===== src/rtl/pipe_ctrl_pkg.sv =====
`default_nettype none
// ============================================================================
// Module   : pipe_ctrl_pkg
// Purpose  : Shared constants and types for the pipeline controller.
//            - Per-stage hold vectors. The bit order is PC, IF, ID, EX, MEM, WB.
//            - MEM-stage exception codes, including the eret code.
//            - The default exception handler address.
//            - The multi-cycle sequencer state encoding.
// Revision : 1.0 - initial release
// ============================================================================
package pipe_ctrl_pkg;

    // Hold vectors. A stage whose bit is set keeps its register contents.
    localparam logic [5:0] STALL_NONE    = 6'b000000;
    localparam logic [5:0] STALL_FROM_ID = 6'b000111; // PC, IF, ID hold
    localparam logic [5:0] STALL_FROM_EX = 6'b001111; // PC, IF, ID, EX hold

    // Exception codes as reported by the MEM stage.
    localparam logic [31:0] EXC_INT     = 32'h0000_0001;
    localparam logic [31:0] EXC_SYSCALL = 32'h0000_0008;
    localparam logic [31:0] EXC_BREAK   = 32'h0000_0009;
    localparam logic [31:0] EXC_RI      = 32'h0000_000a;
    localparam logic [31:0] EXC_OV      = 32'h0000_000c;
    localparam logic [31:0] EXC_TRAP    = 32'h0000_000d;
    localparam logic [31:0] EXC_ERET    = 32'h0000_000e;

    // Every exception except eret is vectored to this address.
    localparam logic [31:0] EXC_HANDLER_DEFAULT = 32'h0000_0020;

    // Multi-cycle sequencer states.
    typedef enum logic [0:0] {
        MC_IDLE = 1'b0,
        MC_BUSY = 1'b1
    } mc_state_t;

endpackage : pipe_ctrl_pkg
`default_nettype wire


===== src/rtl/pipe_ctrl_mc_seq.sv =====
`default_nettype none
// ============================================================================
// Module   : pipe_ctrl_mc_seq
// Purpose  : Sequencer for multi-cycle EX operations (madd/msub/div).
//            It holds the front of the pipe for a programmed number of cycles,
//            then pulses done for one cycle.
//            A start at cycle t with length N holds cycles t..t+N-1.
//            The done pulse comes in cycle t+N. A length of 0 is run as 1.
// Ports    : clk, rst    - clock, synchronous active-high reset
//            start       - launch a sequence (accepted in MC_IDLE only)
//            cycles      - sequence length, sampled with start
//            abort       - drop the sequence immediately (exception flush)
//            hold        - front-of-pipe hold request, same cycle
//            done        - one-cycle result-valid pulse
//            busy        - sequence in progress (state == MC_BUSY)
// Revision : 1.0 - initial release
// ============================================================================
module pipe_ctrl_mc_seq
    import pipe_ctrl_pkg::*;
#(
    parameter int CNT_W = 6
) (
    input  logic             clk,
    input  logic             rst,
    input  logic             start,
    input  logic [CNT_W-1:0] cycles,
    input  logic             abort,
    output logic             hold,
    output logic             done,
    output logic             busy
);

    mc_state_t        state;
    mc_state_t        state_nxt;
    logic [CNT_W-1:0] cnt;
    logic [CNT_W-1:0] cnt_nxt;

    always_ff @(posedge clk) begin
        if (rst) begin
            state <= MC_IDLE;
            cnt   <= '0;
        end else begin
            state <= state_nxt;
            cnt   <= cnt_nxt;
        end
    end

    always_comb begin
        state_nxt = state;
        cnt_nxt   = cnt;
        hold      = 1'b0;
        done      = 1'b0;

        unique case (state)
            MC_IDLE: begin
                if (start) begin
                    hold      = 1'b1;
                    // The start cycle itself is the first hold cycle, so we
                    // load N-1. A length of 0 loads 0, which runs it as 1.
                    cnt_nxt   = (cycles == '0) ? '0 : cycles - CNT_W'(1);
                    state_nxt = MC_BUSY;
                end
            end
            MC_BUSY: begin
                if (cnt != '0) begin
                    hold    = 1'b1;
                    cnt_nxt = cnt - CNT_W'(1);
                end else begin
                    done      = 1'b1;
                    state_nxt = MC_IDLE;
                end
            end
            default: begin
                state_nxt = MC_IDLE;
                cnt_nxt   = '0;
            end
        endcase

        // An exception, or reset, kills the sequence. It produces no result
        // pulse and no hold.
        if (abort || rst) begin
            state_nxt = MC_IDLE;
            cnt_nxt   = '0;
            hold      = 1'b0;
            done      = 1'b0;
        end
    end

    // The state register still shows MC_BUSY during the first reset cycle.
    // Gate busy so that it reads 0 for as long as rst is high.
    assign busy = (state == MC_BUSY) && !rst;

`ifndef SYNTHESIS
    // Launching a new op while one is in flight is a protocol error. The
    // request is dropped in hardware.
    a_no_start_when_busy : assert property (
        @(posedge clk) disable iff (rst) !(start && state == MC_BUSY)
    ) else $error("pipe_ctrl_mc_seq: start while busy");
`endif

endmodule : pipe_ctrl_mc_seq
`default_nettype wire


===== src/rtl/pipe_ctrl.sv =====
`default_nettype none
// ============================================================================
// Module   : pipe_ctrl
// Purpose  : Central controller for the five-stage pipeline.
//            It decides per cycle which stage registers hold and when all
//            stages flush. It also sequences multi-cycle EX ops and supplies
//            the redirect PC for exceptions and eret.
//            Priority, highest first:
//              exception flush > multi-cycle hold > EX request > ID request.
// Ports    : clk, rst     - clock, synchronous active-high reset
//            stallreq_id  - load-use hazard in ID
//            stallreq_ex  - single-cycle EX hold
//            mc_start     - EX launches a multi-cycle op
//            mc_cycles    - op length, sampled with mc_start
//            exc_valid    - MEM reports an exception or eret
//            exc_type     - MEM exception code
//            cp0_epc      - EPC, the return target for eret
//            stall        - per-stage hold {WB,MEM,EX,ID,IF,PC}
//            flush        - clear every stage register
//            new_pc       - redirect target, valid with flush
//            mc_busy      - multi-cycle sequence in progress
//            mc_done      - multi-cycle result valid pulse
// Revision : 1.0 - initial release
// ============================================================================
module pipe_ctrl
    import pipe_ctrl_pkg::*;
#(
    parameter int          CNT_W       = 6,
    parameter logic [31:0] EXC_HANDLER = EXC_HANDLER_DEFAULT,
    parameter logic [31:0] ERET_CODE   = EXC_ERET
) (
    input  logic             clk,
    input  logic             rst,
    input  logic             stallreq_id,
    input  logic             stallreq_ex,
    input  logic             mc_start,
    input  logic [CNT_W-1:0] mc_cycles,
    input  logic             exc_valid,
    input  logic [31:0]      exc_type,
    input  logic [31:0]      cp0_epc,
    output logic [5:0]       stall,
    output logic             flush,
    output logic [31:0]      new_pc,
    output logic             mc_busy,
    output logic             mc_done
);

    logic mc_hold;

    pipe_ctrl_mc_seq #(
        .CNT_W (CNT_W)
    ) u_mc_seq (
        .clk    (clk),
        .rst    (rst),
        .start  (mc_start),
        .cycles (mc_cycles),
        .abort  (exc_valid),
        .hold   (mc_hold),
        .done   (mc_done),
        .busy   (mc_busy)
    );

    // Priority mux. Everything here is combinational so that it acts in the
    // same cycle as the request.
    always_comb begin
        stall  = STALL_NONE;
        flush  = 1'b0;
        new_pc = 32'h0;

        if (rst) begin
            stall  = STALL_NONE;
        end else if (exc_valid) begin
            // A flush empties the pipe, so holding a stage would be
            // meaningless. The redirect target overrides the PC directly.
            flush  = 1'b1;
            new_pc = (exc_type == ERET_CODE) ? cp0_epc : EXC_HANDLER;
        end else if (mc_hold || stallreq_ex) begin
            // The EX hold is a superset of the ID hold. An ID request raised
            // during a multi-cycle op therefore needs no separate handling.
            stall  = STALL_FROM_EX;
        end else if (stallreq_id) begin
            stall  = STALL_FROM_ID;
        end
    end

endmodule : pipe_ctrl
`default_nettype wire


===== config.mk =====
export PLATFORM = sky130hd
export DESIGN_NAME = pipe_ctrl
export DESIGN_NICKNAME = d
export VERILOG_FILES = /design/src/rtl/pipe_ctrl_pkg.sv /design/src/rtl/pipe_ctrl_mc_seq.sv /design/src/rtl/pipe_ctrl.sv
export SDC_FILE = /design/constraint.sdc
export NUM_CORES = 1
export LEC_CHECK = 0
export BUFFER_PORTS_ARGS = -buffer_cell sky130_fd_sc_hd__buf_2
export CELL_PAD_IN_SITES_DETAIL_PLACEMENT = 2
export CELL_PAD_IN_SITES_GLOBAL_PLACEMENT = 2
export CORE_MARGIN = 2
export CORE_UTILIZATION = 14
export DETAILED_ROUTE_END_ITERATION = 8
export GPL_TIMING_DRIVEN = 0
export PLACE_DENSITY_LB_ADDON = 0.15
export SYNTH_ARGS = -nofsm -noshare
export SYNTH_HDL_FRONTEND = slang
export SYNTH_HIERARCHICAL = 1
export SYNTH_SLANG_ARGS = --single-unit

===== constraint.sdc =====
create_clock -name clk -period 1.8 [get_ports clk]
set_input_delay 0.09 -clock clk [delete_from_list [all_inputs] [get_ports clk]]
set_output_delay 0.09 -clock clk [all_outputs]
set_load 0.01 [all_outputs]

# --- Word level (Yosys, flattened, before mapping) ---
# Index checks and enable logic that the tools add are counted.
totals:
  register_bits: 7
  wordCells: 36
  out_inout_bits: 41
classes:
  reduce_logical: 8
  add_sub_neg: 2
  n_eq_ne: 3
  bitwise_logic: 1
  n_mux: 20
op_table:
  columns: ["op", "n"]
  rows:
  - ["$mux W32", 3]
  - ["$eq A32 B4 Y1 const B", 1]
  - ["$mux W6", 3]
  - ["$mux W4", 3]
  - ["$pmux W6 S2", 1]
  - ["$sub A6 B1 Y6 const B", 2]
  - ["$mux W1", 8]
  - ["$logic_not A6 Y1", 1]
  - ["$reduce_bool A6 Y1", 1]
  - ["$ne A2 B2 Y1 const B", 2]
  - ["$mux W3", 1]
  - ["$logic_or A1 B1 Y1", 2]
  - ["$pmux W1 S2", 1]
  - ["$reduce_and A2 Y1", 1]
  - ["$reduce_or A2 Y1", 1]
  - ["$logic_and A1 B1 Y1", 1]
  - ["$logic_not A1 Y1", 1]
  - ["$not A1 Y1", 1]

# --- Depth between registers and ports, before layout ---
# Gate-level depths: netlist of the first run.
depth:
  depth_word: 8
  mapped_depth: 8

# --- By module ---
# The synthesis of the first run kept the hierarchy.
modules_own_cells:
  columns: ["module", "cells_each", "seq_area_each_um2", "area_per_inst_um2", "n_inst"]
  rows:
  - ["pipe_ctrl_mc_seq", 76, 140.1, 565.5, 1]
  - ["pipe_ctrl", 63, 0.0, 511.7, 1]

# --- Least setup slack after synthesis of the first run ---
# No wires, ideal clock.
synth_timing:
  path_kind: "flip-flop to output port"
  start: "reg u_mc_seq.cnt[0]"
  end: "out stall[1]"
  stages_incl_launch_ff: 9
  arrival_time_ps: 1834
  n_path_buf: 1
  t_required_ps: 1710
  slack_ps: -124
  cell_sequence: "dfxtp_1 > inv_1 > ha_1 > nor3b_1 > a31o_2 > nor2_1 > nor2_1 > a211oi_1 > buf_4"
synth_between:
  elab_chain_cells: 8
synth_lines:
  columns: ["item", "line", "source"]
  rows:
  - ["start, declared", "pipe_ctrl_mc_seq.sv:35", "logic [CNT_W-1:0] cnt;"]
  - ["start signal, assigned", "pipe_ctrl_mc_seq.sv:44", "cnt <= cnt_nxt;"]
  - ["$reduce_bool A6 Y1", "pipe_ctrl_mc_seq.sv:65", "if (cnt != '0) begin"]
  - ["$mux W1", "pipe_ctrl_mc_seq.sv:65", null]
  - ["$pmux W1 S2", "pipe_ctrl_mc_seq.sv:54", "unique case (state)"]
  - ["$mux W1", null, null]
  - ["net mc_hold", "pipe_ctrl.sv:48", "logic mc_hold;"]
  - ["$logic_or A1 B1 Y1", "pipe_ctrl.sv:77", "end else if (mc_hold || stallreq_ex) begin"]
  - ["$mux W4", "pipe_ctrl.sv:77", null]
  - ["$mux W4", "pipe_ctrl.sv:72", "end else if (exc_valid) begin"]
  - ["$mux W4", "pipe_ctrl.sv:70", "if (rst) begin"]
  - ["end, declared", "pipe_ctrl.sv:41", "output logic [5:0] stall,"]
# The timed path passes the listed nets, and every way through them passes these cells.

# --- Final worst setup path of the first run ---
layout_timing:
  start: "reg u_mc_seq.cnt[1]"
  end: "out stall[2]"
# The elaborated chain is that of the path after synthesis.

==> summary.log, run 1 <==
[routing] per-cell routed wire length 15.25 µm
[placed_design] Port-buffer cells 114
[synthesis] dominant synthesized flop cell dfxtp_1
[setup_path] source of the critical timing path u_mc_seq/cnt[1]
[die] die span in x 91.72 µm
[die] area of the die 0.008413 mm²
[synthesis] fraction of synthesized area in multiplexers 0
[cts] CTS clock-pin slew for the worst setup and hold paths 40 ps
[setup_path] Worst Reg-to-Reg Cells 4
[die] initial core utilization 0.1462
[synthesis] Synth Area in Compound Gates 0.1487
[die] row count 31
[timing] hold violation count in the final report 0
[synthesis] mean post-synth cell area 7.750 µm²
[cts] TritonCTS clock tree yes
[cells_and_area] area of all placed cells without fillers 0.001958 mm²
[synthesis] post-synthesis share of cell area spent on full adders, half adders and majority gates 0.04646
[synthesis] post-synthesis share of cell area spent on xor and xnor gates 0.008130
[timing] final setup vio count 4
[die] I/O pins 117
[grt] via count of the first global-routing pass 1,693
[setup_path] nature of the critical path startpoint register
[pwr] Power Density 335.3 mW/mm²
[placed_design] detailed placer's ending HPWL 4650 µm
[grt] antenna violations before repair 0
[setup_path] data arrival time of the critical path 1850 ps
[outcome] result of the run finished with violations
[synthesis] Async SR Flop Fraction 0
[timing] RSZ-0062 raised after global routing yes
[die] floorplan die height 91.72 µm
[run] # Max-Cap Violations 0
[setup_path] top fanout value on the critical path 3
[synthesis] Syn Std Cell Area 0.001077 mm²
[cts] clock insertion delay at the later pin of the skew report 230 ps
[routing] post-route ant nets 0
[synthesis] Netlist cell types 39
[pwr] maximum resistive drop on vdd 0.1663 mV
[setup_path] required time worst endpoint 1710 ps
[synthesis] #FFs+latches synth 7
[pwr] total chip power 0.6565 mW
[hold_path] worst hold path type input pin to register
[setup_path] kind of critical path register to primary output
[timing] Setup TNS Final -383.3 ps
[die] Core Area 0.007370 mm²
[hold_path] end point of the most critical hold path u_mc_seq/cnt[0]
[placed_design] Setup WS pre-CTS -206.9 ps
[cells_and_area] net count reported at finish 349
[timing] final clock period utilization by the worst path 1.079
[timing] min Tclk post-route 1942 ps
[synthesis] main combinational cell family by area after synthesis simple AND/OR/NAND/NOR gates
[setup_path] critical register-to-register path startpoint u_mc_seq/cnt[2]
[outcome] failing checks negative setup slack
[routing] total number of vias 1,619
[pwr] Pleak 1.027 nW
[cts] clock sink count 7
[timing] worst setup skew after layout 0.1713 ps
[grt] wire length of the first global-routing pass 8659 µm
[setup_path] element type at the critical path end primary output
[setup_path] reg2reg end u_mc_seq/cnt[5]
[routing] Pre-Repair DR Iteration Count 3
[hold_path] Hold Startpoint mc_cycles[0]
[synthesis] sequential cell area fraction in the yosys report 0.1301
[grt] largest net degree at the start of global routing 11
[timing] Final Max Slew Viols 0
[placed_design] gp weighted congestion 0.7484
[routing] DRC violation count after routing 0
[synthesis] warning count from the yosys run 6
[grt] Global Route Usage Sum 0.1256
[hold_path] Worst Hold Depth 4
[routing] Detailed Route WL 5595 µm
[timing] final critical-path setup slack -142.4 ps
[cells_and_area] antenna cell count 0
[routing] drt first-iter violations 23
[cells_and_area] Synth-to-Final Area Change 81.77%
[synthesis] Mapped Cells 139
[synthesis] basic-gate share of the synthesized area counting and, or, nand and nor cells 0.5377
[cells_and_area] share of layout cells above drive strength 1 0.5933
[grt] grt total ovfl 0
[cts] number of clock buffers inserted by TritonCTS 3
[setup_path] setup slack of the worst register-to-register path 30 ps
[synthesis] number of enable flip-flop cells after synthesis 0
[cts] library cell used as clock root buffer clkbuf_8
[timing] timing-limited maximum frequency 514.8 MHz
[cts] htree depth 1
[placed_design] Post-DP Area 0.001780 mm²
[cts] number of buffers between clock root and the deepest sink 2
[routing] drt via density 4.411
[where the power goes]
group          internal (mW)  total [mW]  switching, mW
clock                  0.153       0.222         0.0686
sequential             0.164       0.174        0.00992
combinational          0.141       0.261          0.120
[cells in the final DEF, fill, tap and decap left out, types with 2 or more instances in the layout]
| cell | synthesis | layout |
|---|---|---|
| a21oi_1 | 6 | 6 |
| a31oi_1 | 4 | 4 |
| and4_1 | 29 | 29 |
| and4_2 | 3 | 3 |
| buf_2 | 0 | 112 |
| buf_4 | 7 | 17 |
| buf_6 | 3 | 5 |
| clkbuf_1 | 5 | 5 |
| clkbuf_8 | 0 | 3 |
| conb_1 | 1 | 2 |
| dfxtp_1 | 7 | 3 |
| dfxtp_2 | 0 | 3 |
| ha_1 | 4 | 3 |
| inv_1 | 8 | 6 |
| inv_2 | 0 | 2 |
| nand2_1 | 4 | 4 |
| nand2b_1 | 4 | 4 |
| nor2_1 | 9 | 7 |
| nor2_2 | 0 | 2 |
| nor2b_1 | 4 | 4 |
| nor3b_1 | 4 | 3 |
| nor4_1 | 5 | 5 |
| nor4_2 | 2 | 2 |
| o21ai_0 | 3 | 3 |
| o21ai_1 | 2 | 2 |
| o31a_1 | 2 | 2 |
| o31ai_1 | 2 | 2 |
| or3_1 | 3 | 3 |
| or4_1 | 2 | 2 |
[cell type report]
type                            instances  area (µm²)
Clock buffer                            4       45.04
Fill cell                             922        5411
Tap cell                               99       123.9
Sequential cell                         7       147.6
Multi-Input combinational cell        110       847.1
Inverter                                8       30.03
Timing Repair Buffer                  124       658.1
Buffer                                 15       106.4
[worst max-delay path: stages (launching register included)]
cell and delay, ps:
dfxtp_2 330, inv_2 50, ha_4 150, nor3b_4 150, a31o_2 270, nor2_2 100, nor2_2 50, a211oi_2 270
buf_4 160, buf_6 90
[state kept, by name, indices dropped and copies added, names as in the netlist]
name / count
u_mc_seq/cnt: 6
u_mc_seq/state: 1
[kinds of logic after synthesis]
kind of cell	after synthesis
other cells	1
compound gates	25
flops	7
fa+ha+maj	4
buf+inv	23
simple gates	78
xor+xnor	1
[layer usage]
metal	vias to the layer above	GRT usage	share of wire
met4	0	0.02985	0.0064
met3	4	0.02136	0.053
met1	763	0.1598	0.43
li1	797	-	-
met2	55	0.2200	0.51
met5	-	0	0
[worst max path at each step]
stage | endpoint | cells after the start
after floorplan | stall[1] | 8
after CTS | stall[2] | 9
after global routing | stall[1] | 9
after detailed placement | stall[2] | 9
final | stall[2] | 9
after global placement | stall[2] | 9
[what timing repair did]
item / CTS / global route
endpoints found under the setup margin: 5 / 5
pin swaps: 4 / 6
hold endpoints to repair: 0 / 0
hold buffers: 0 / 0
gates resized for setup: 13 / 5
setup buffers: 7 / 4
[stage by stage]
stage	std cells	hold WS [ps]	utilization
2_1_floorplan	140	215.0	-
3_3_place_gp	353	472.0	0.2416
3_5_place_dp	353	469.6	0.2416
4_1_cts	364	221.5	0.2611
5_1_grt	367	282.0	0.2657
6_report	367	236.5	0.2657
[cell usage after synthesis (4+ instances only)]
cell,instances,share of area
nand2b_1,4,0.023
inv_1,8,0.028
and4_1,29,0.24
nor3b_1,4,0.028
nand2_1,4,0.014
a31oi_1,4,0.023
nor4_1,5,0.029
ha_1,4,0.046
nor2_1,9,0.031
a21oi_1,6,0.028
buf_4,7,0.049
nor2b_1,4,0.023
clkbuf_1,5,0.017
dfxtp_1,7,0.13
(Power assumes the default switching activity.)
==> run 2, diff against run 1 <==
==> constraint.sdc (replaced) <==
create_clock -name clk -period 1.8 [get_ports clk]
set_input_delay 0.18 -clock clk [delete_from_list [all_inputs] [get_ports clk]]
set_output_delay 0.18 -clock clk [all_outputs]
set_load 0.01 [all_outputs]
==> run 2 against run 1 <==
  * The flow still finishes with violations (negative setup slack)
  * Critical path type unchanged
  * Utilization is 0.29 points lower
  * Hold slack gained 71 ps
  * Flip-flop and latch count stayed put
  * Cell area is 1.1% lower
  * First-iteration DRC count rose by 4.3%
  * Largest power group unchanged
  * Via count is essentially flat
  * Clock skew is 6.0 ps higher
  * Setup slack worse by 29 ps
  * Clock power grew 3%
  * Global-route usage fell by 0.18 points
==> summary.log, run 2 (same netlist as run 1, synthesis figures left out) <==
[outcome] result of the run finished with violations
[outcome] failing checks negative setup slack
[routing] Detailed Route WL 5587 µm
[run] # Max-Cap Violations 0
[cells_and_area] Biggest register u_mc_seq/cnt
[setup_path] top fanout value on the critical path 3
[placed_design] gp weighted congestion 0.7059
[cells_and_area] most frequent standard cell in the layout excluding fill and tap cells buf_2
[timing] final clock period utilization by the worst path 1.095
[die] floorplan die height 91.72 µm
[die] die span in x 91.72 µm
[setup_path] kind of critical path register to primary output
[pwr] Pleak 1.014 nW
[cells_and_area] largest registers in the final layout u_mc_seq/cnt (6), u_mc_seq/state (1)
[routing] Pre-Repair DR Iteration Count 3
[timing] timing-limited maximum frequency 507.3 MHz
[timing] RSZ-0062 raised after global routing yes
[grt] antenna violations before repair 0
[cts] number of clock buffers inserted by TritonCTS 3
[timing] final critical-path setup slack -171.2 ps
[cells_and_area] share of layout cells above drive strength 1 0.5827
[timing] final setup vio count 4
[grt] wire length of the first global-routing pass 8445 µm
[routing] total number of vias 1,618
[setup_path] element type at the critical path end primary output
[cts] CTS clock-pin slew for the worst setup and hold paths 50 ps
[cells_and_area] count of filler cells inserted in the layout 904
[grt] largest net degree at the start of global routing 11
[setup_path] peak per-stage delay on the critical path 330 ps
[placed_design] detailed placer's ending HPWL 4692 µm
[cells_and_area] most used cells in the layout excluding fill and tap cells 112 x buf_2, 29 x and4_1, 15 x buf_4
[die] area of the die 0.008413 mm²
[placed_design] Port-buffer cells 114
[grt] grt total ovfl 0
[die] initial core utilization 0.1462
[die] I/O pins 117
[hold_path] Worst Hold Depth 4
[routing] DRC violation count after routing 0
[pwr] maximum resistive drop on vdd 0.1433 mV
[die] Core Area 0.007370 mm²
[cells_and_area] Synth-to-Final Area Change 79.79%
[timing] hold violation count in the final report 0
[pwr] Power Density 340.5 mW/mm²
[grt] via count of the first global-routing pass 1,672
[setup_path] Worst Reg-to-Reg Cells 4
[placed_design] Setup WS pre-CTS -272.4 ps
[setup_path] reg2reg end u_mc_seq/cnt[5]
[cells_and_area] net count reported at finish 347
[cells_and_area] final cell count without fillers 365
[setup_path] critical register-to-register path startpoint u_mc_seq/cnt[2]
[routing] post-route ant nets 0
[cts] library cell used as clock root buffer clkbuf_8
[cts] clock sink count 7
[routing] drt via density 4.433
[cts] htree depth 1
[setup_path] most common cell type on the critical path nor2_2
[setup_path] cell at the slowest stage of the critical path dfxtp_2
[timing] min Tclk post-route 1971 ps
[timing] Worst Hold Margin 307.7 ps
[cts] number of buffers inserted for hold repair after clock tree synthesis 0
[setup_path] setup slack of the worst register-to-register path 40 ps
[hold_path] Hold Startpoint mc_cycles[0]
[hold_path] worst hold path type input pin to register
[setup_path] nature of the critical path startpoint register
[timing] worst setup skew after layout 6.185 ps
[timing] Final Max Slew Viols 0
[cells_and_area] max FFs per register 6
[die] row count 31
[cells_and_area] final core occ 0.2628
[cts] TritonCTS clock tree yes
[cts] number of buffers between clock root and the deepest sink 2
[cells_and_area] antenna cell count 0
[setup_path] data arrival time of the critical path 1790 ps
[setup_path] crit path cell chain inv_2 -> ha_4 -> nor3b_4 -> a31o_2 -> nor2_2 -> nor2_2 -> a211oi_2 -> buf_4 -> buf_6
[placed_design] placed insts 353
[grt] Global Route Usage Sum 0.1238
[routing] per-cell routed wire length 15.31 µm
[routing] drt first-iter violations 24
[hold_path] end point of the most critical hold path u_mc_seq/cnt[0]
[cts] clock insertion delay at the later pin of the skew report 230 ps
[setup_path] required time worst endpoint 1620 ps
[run 2: final cells by class]
class / instances / area, µm² / area share
multi-input combinational: 110 / 844.6 / 0.4360
timing repair buffer: 122 / 643.1 / 0.3320
sequential: 7 / 143.9 / 0.07429
tap: 99 / 123.9 / 0.06395
buffer: 15 / 106.4 / 0.05491
clock buffer: 4 / 45.04 / 0.02326
inverter: 8 / 30.03 / 0.01550
[run 2: how the worst max path moves through the flow]
stage | depth (start not counted) | slack (ps) | endpoint | start
5_1_grt | 9 | -280 | stall[1] | u_mc_seq/cnt[1]
4_1_cts | 9 | -280 | stall[1] | u_mc_seq/cnt[1]
3_3_place_gp | 9 | -240 | stall[2] | u_mc_seq/cnt[0]
6_report | 9 | -170 | stall[1] | u_mc_seq/cnt[1]
3_5_place_dp | 9 | -270 | stall[1] | u_mc_seq/cnt[0]
2_1_floorplan | 8 | 20 | stall[1] | u_mc_seq/cnt[1]
[run 2: stage by stage]
step                instance area, µm²  TNS, ps  power, mW
floorplan                         1087        0     0.2704
global placement                  1782   -676.7     0.3954
CTS                               1914   -900.5     0.6627
finish                            1937   -516.6     0.6594
detailed placement                1782   -807.9     0.3977
global route                      1937   -939.4     0.7096
[run 2: timing repair]
item                                    in CTS  in global routing
endpoints found under the setup margin       6                  5
endpoints found under the hold margin        0                  0
pin swaps                                    5                  4
buffers inserted                             7                  1
gates resized for setup                     11                  3
[run 2: worst max-delay path: cells and delay by family, from the launching register on]
kind | cells | cell delay (ps)
flip-flops | 1 | 330
AND/OR/NAND/NOR | 3 | 290
AO/OA/AOI/OAI | 2 | 490
buffers and inverters | 3 | 300
adder cells (fa/ha/maj) | 1 | 150
[run 2: per-layer routing]
metal	wire length, µm	vias to the layer above	GRT usage
met5	0	-	0
met4	33	0	0.02239
met3	357	2	0.02958
met2	2853	52	0.2194
met1	2342	773	0.1531
li1	-	791	-
[run 2: report_power, final]
group          internal, mW  switching (mW)
Combinational         0.137           0.120
Sequential            0.164         0.00963
Clock                 0.154          0.0748
==> run 3, diff against run 2 <==
HOLD_SLACK_MARGIN = 0.05   (was default)
MAX_ROUTING_LAYER = met4   (was default)
clock period = 1.75 ns   (was 1.8 ns; I/O delays follow)
==> run 3 against run 2 <==
  * The flow still finishes with violations (negative setup slack)
  * Via count unchanged
  * Clock skew is 1.0 ps lower
  * Sequential share of layout area up 0.46 points
==> summary.log, run 3 (same netlist as run 1, synthesis figures left out) <==
[outcome] result of the run finished with violations
[outcome] failing checks negative setup slack
[placed_design] gp weighted congestion 0.6792
[timing] final setup vio count 4
[setup_path] required time worst endpoint 1570 ps
[timing] Final Max Slew Viols 0
[setup_path] source of the critical timing path u_mc_seq/cnt[0]
[routing] drt first-iter violations 9
[routing] DRC violation count after routing 0
[timing] Setup TNS Final -594.7 ps
[die] initial core utilization 0.1462
[cells_and_area] max FFs per register 6
[routing] Met1 Wirelength 2282 µm
[cells_and_area] share of layout cells above drive strength 1 0.5940
[die] Core Area 0.007370 mm²
[setup_path] element type at the critical path end primary output
[grt] largest net degree at the start of global routing 11
[setup_path] kind of critical path register to primary output
[cts] TritonCTS clock tree yes
[die] I/O pins 117
[timing] timing-limited maximum frequency 514.1 MHz
[routing] routed length on met3 311 µm
[timing] RSZ-0062 raised after global routing yes
[cts] number of clock buffers inserted by TritonCTS 3
[grt] via count of the first global-routing pass 1,722
[cells_and_area] Synth-to-Final Area Change 84.09%
[cells_and_area] largest registers in the final layout u_mc_seq/cnt (6), u_mc_seq/state (1)
[timing] final clock period utilization by the worst path 1.111
[grt] wire length of the first global-routing pass 8424 µm
[grt] antenna violations before repair 0
[placed_design] detailed placer's ending HPWL 4589 µm
[cells_and_area] net count reported at finish 347
[setup_path] most common cell type on the critical path nor2_4
[die] die span in x 91.72 µm
[cts] htree depth 1
[cts] library cell used as clock root buffer clkbuf_8
[die] row count 31
[cts] number of buffers inserted for hold repair after clock tree synthesis 0
[pwr] total chip power 0.6851 mW
[setup_path] cell at the slowest stage of the critical path dfxtp_4
[die] area of the die 0.008413 mm²
[run] # Max-Cap Violations 0
[cells_and_area] most used cells in the layout excluding fill and tap cells 112 x buf_2, 29 x and4_1, 15 x buf_4
[timing] min Tclk post-route 1945 ps
[cells_and_area] final cell count without fillers 365
[cells_and_area] antenna cell count 0
[routing] uppermost routed layer met4
[cts] clock sink count 7
[placed_design] placed insts 353
[setup_path] setup slack of the worst register-to-register path 40 ps
[setup_path] reg2reg end u_mc_seq/cnt[5]
[timing] Worst Hold Margin 321.5 ps
[cells_and_area] Biggest register u_mc_seq/cnt
[routing] Detailed Route WL 5347 µm
[setup_path] top fanout value on the critical path 3
[placed_design] Setup WS pre-CTS -151.3 ps
[routing] total number of vias 1,618
[routing] post-route ant nets 0
[grt] Global Route Usage Sum 0.1245
[cts] number of buffers between clock root and the deepest sink 2
[cells_and_area] final core occ 0.2691
[timing] final critical-path setup slack -195.0 ps
[setup_path] data arrival time of the critical path 1770 ps
[timing] hold violation count in the final report 0
[grt] grt total ovfl 0
[pwr] maximum resistive drop on vdd 0.1529 mV
[routing] drt via density 4.433
[setup_path] Worst Reg-to-Reg Cells 4
[pwr] Power Density 345.5 mW/mm²
[setup_path] destination of the critical timing path stall[1]
[routing] per-cell routed wire length 14.65 µm
[setup_path] nature of the critical path startpoint register
[setup_path] peak per-stage delay on the critical path 350 ps
[placed_design] Port-buffer cells 114
[placed_design] Post-DP Area 0.001797 mm²
[cts] CTS clock-pin slew for the worst setup and hold paths 40 ps
[setup_path] critical register-to-register path startpoint u_mc_seq/cnt[2]
[cts] clock insertion delay at the later pin of the skew report 230 ps
[hold_path] worst hold path type input pin to register
[cells_and_area] most frequent standard cell in the layout excluding fill and tap cells buf_2
[routing] Pre-Repair DR Iteration Count 3
[die] floorplan die height 91.72 µm
[timing] worst setup skew after layout 5.145 ps
[routing] DR WL met2 2714 µm
[cells_and_area] area of all placed cells without fillers 0.001983 mm²
[pwr] Pleak 1.026 nW
[setup_path] crit path cell chain inv_4 -> ha_4 -> nor3b_4 -> a31o_4 -> nor2_4 -> nor2_4 -> a211oi_4 -> buf_4 -> buf_6
==> run 3: worst min path at each step <==
stage	from	to	slack, ps	cells past startpoint
6_report	mc_cycles[0]	u_mc_seq/cnt[0]	320	4
5_1_grt	mc_cycles[0]	u_mc_seq/cnt[0]	340	4
4_1_cts	mc_cycles[0]	u_mc_seq/cnt[0]	320	4
3_5_place_dp	u_mc_seq/cnt[3]	u_mc_seq/cnt[3]	550	2
3_3_place_gp	u_mc_seq/cnt[3]	u_mc_seq/cnt[3]	550	2
2_1_floorplan	rst	u_mc_seq/cnt[5]	360	2
==> run 3: area by class of cell <==
type | instances | area (µm²)
repair buffers | 122 | 643.1
fillers | 912 | 5386
flip-flops and latches | 7 | 156.4
multi-input cells | 110 | 873.3
clock buffers | 4 | 45.04
plain buffers | 15 | 106.4
inverters | 8 | 35.03
well taps | 99 | 123.9
==> run 3: critical path: cells and delay by family (launching register included) <==
kind | cells | cell delay, ps
DFF | 1 | 350
adders and majority gates | 1 | 140
AOI/OAI and AO/OA | 2 | 470
and+or+nand+nor | 3 | 300
buffers and inverters | 3 | 280
==> run 3: layer usage <==
| metal | global-route usage | vias up |
|---|---|---|
| met4 | 0.02612 | 0 |
| met1 | 0.1492 | 761 |
| li1 | - | 794 |
| met5 | - | - |
| met2 | 0.2212 | 59 |
| met3 | 0.01890 | 4 |
==> run 3: timing repair <==
item / in CTS / in global routing
endpoints found under the setup margin: 5 / 5
pin swaps: 2 / 2
setup buffers: 6 / 2
gates resized for setup: 15 / 7
==> run 3: power breakdown <==
group	total, mW	internal [mW]	switching [mW]
Combinational	0.274	0.147	0.127
Sequential	0.177	0.166	0.0106
Clock	0.234	0.158	0.0761
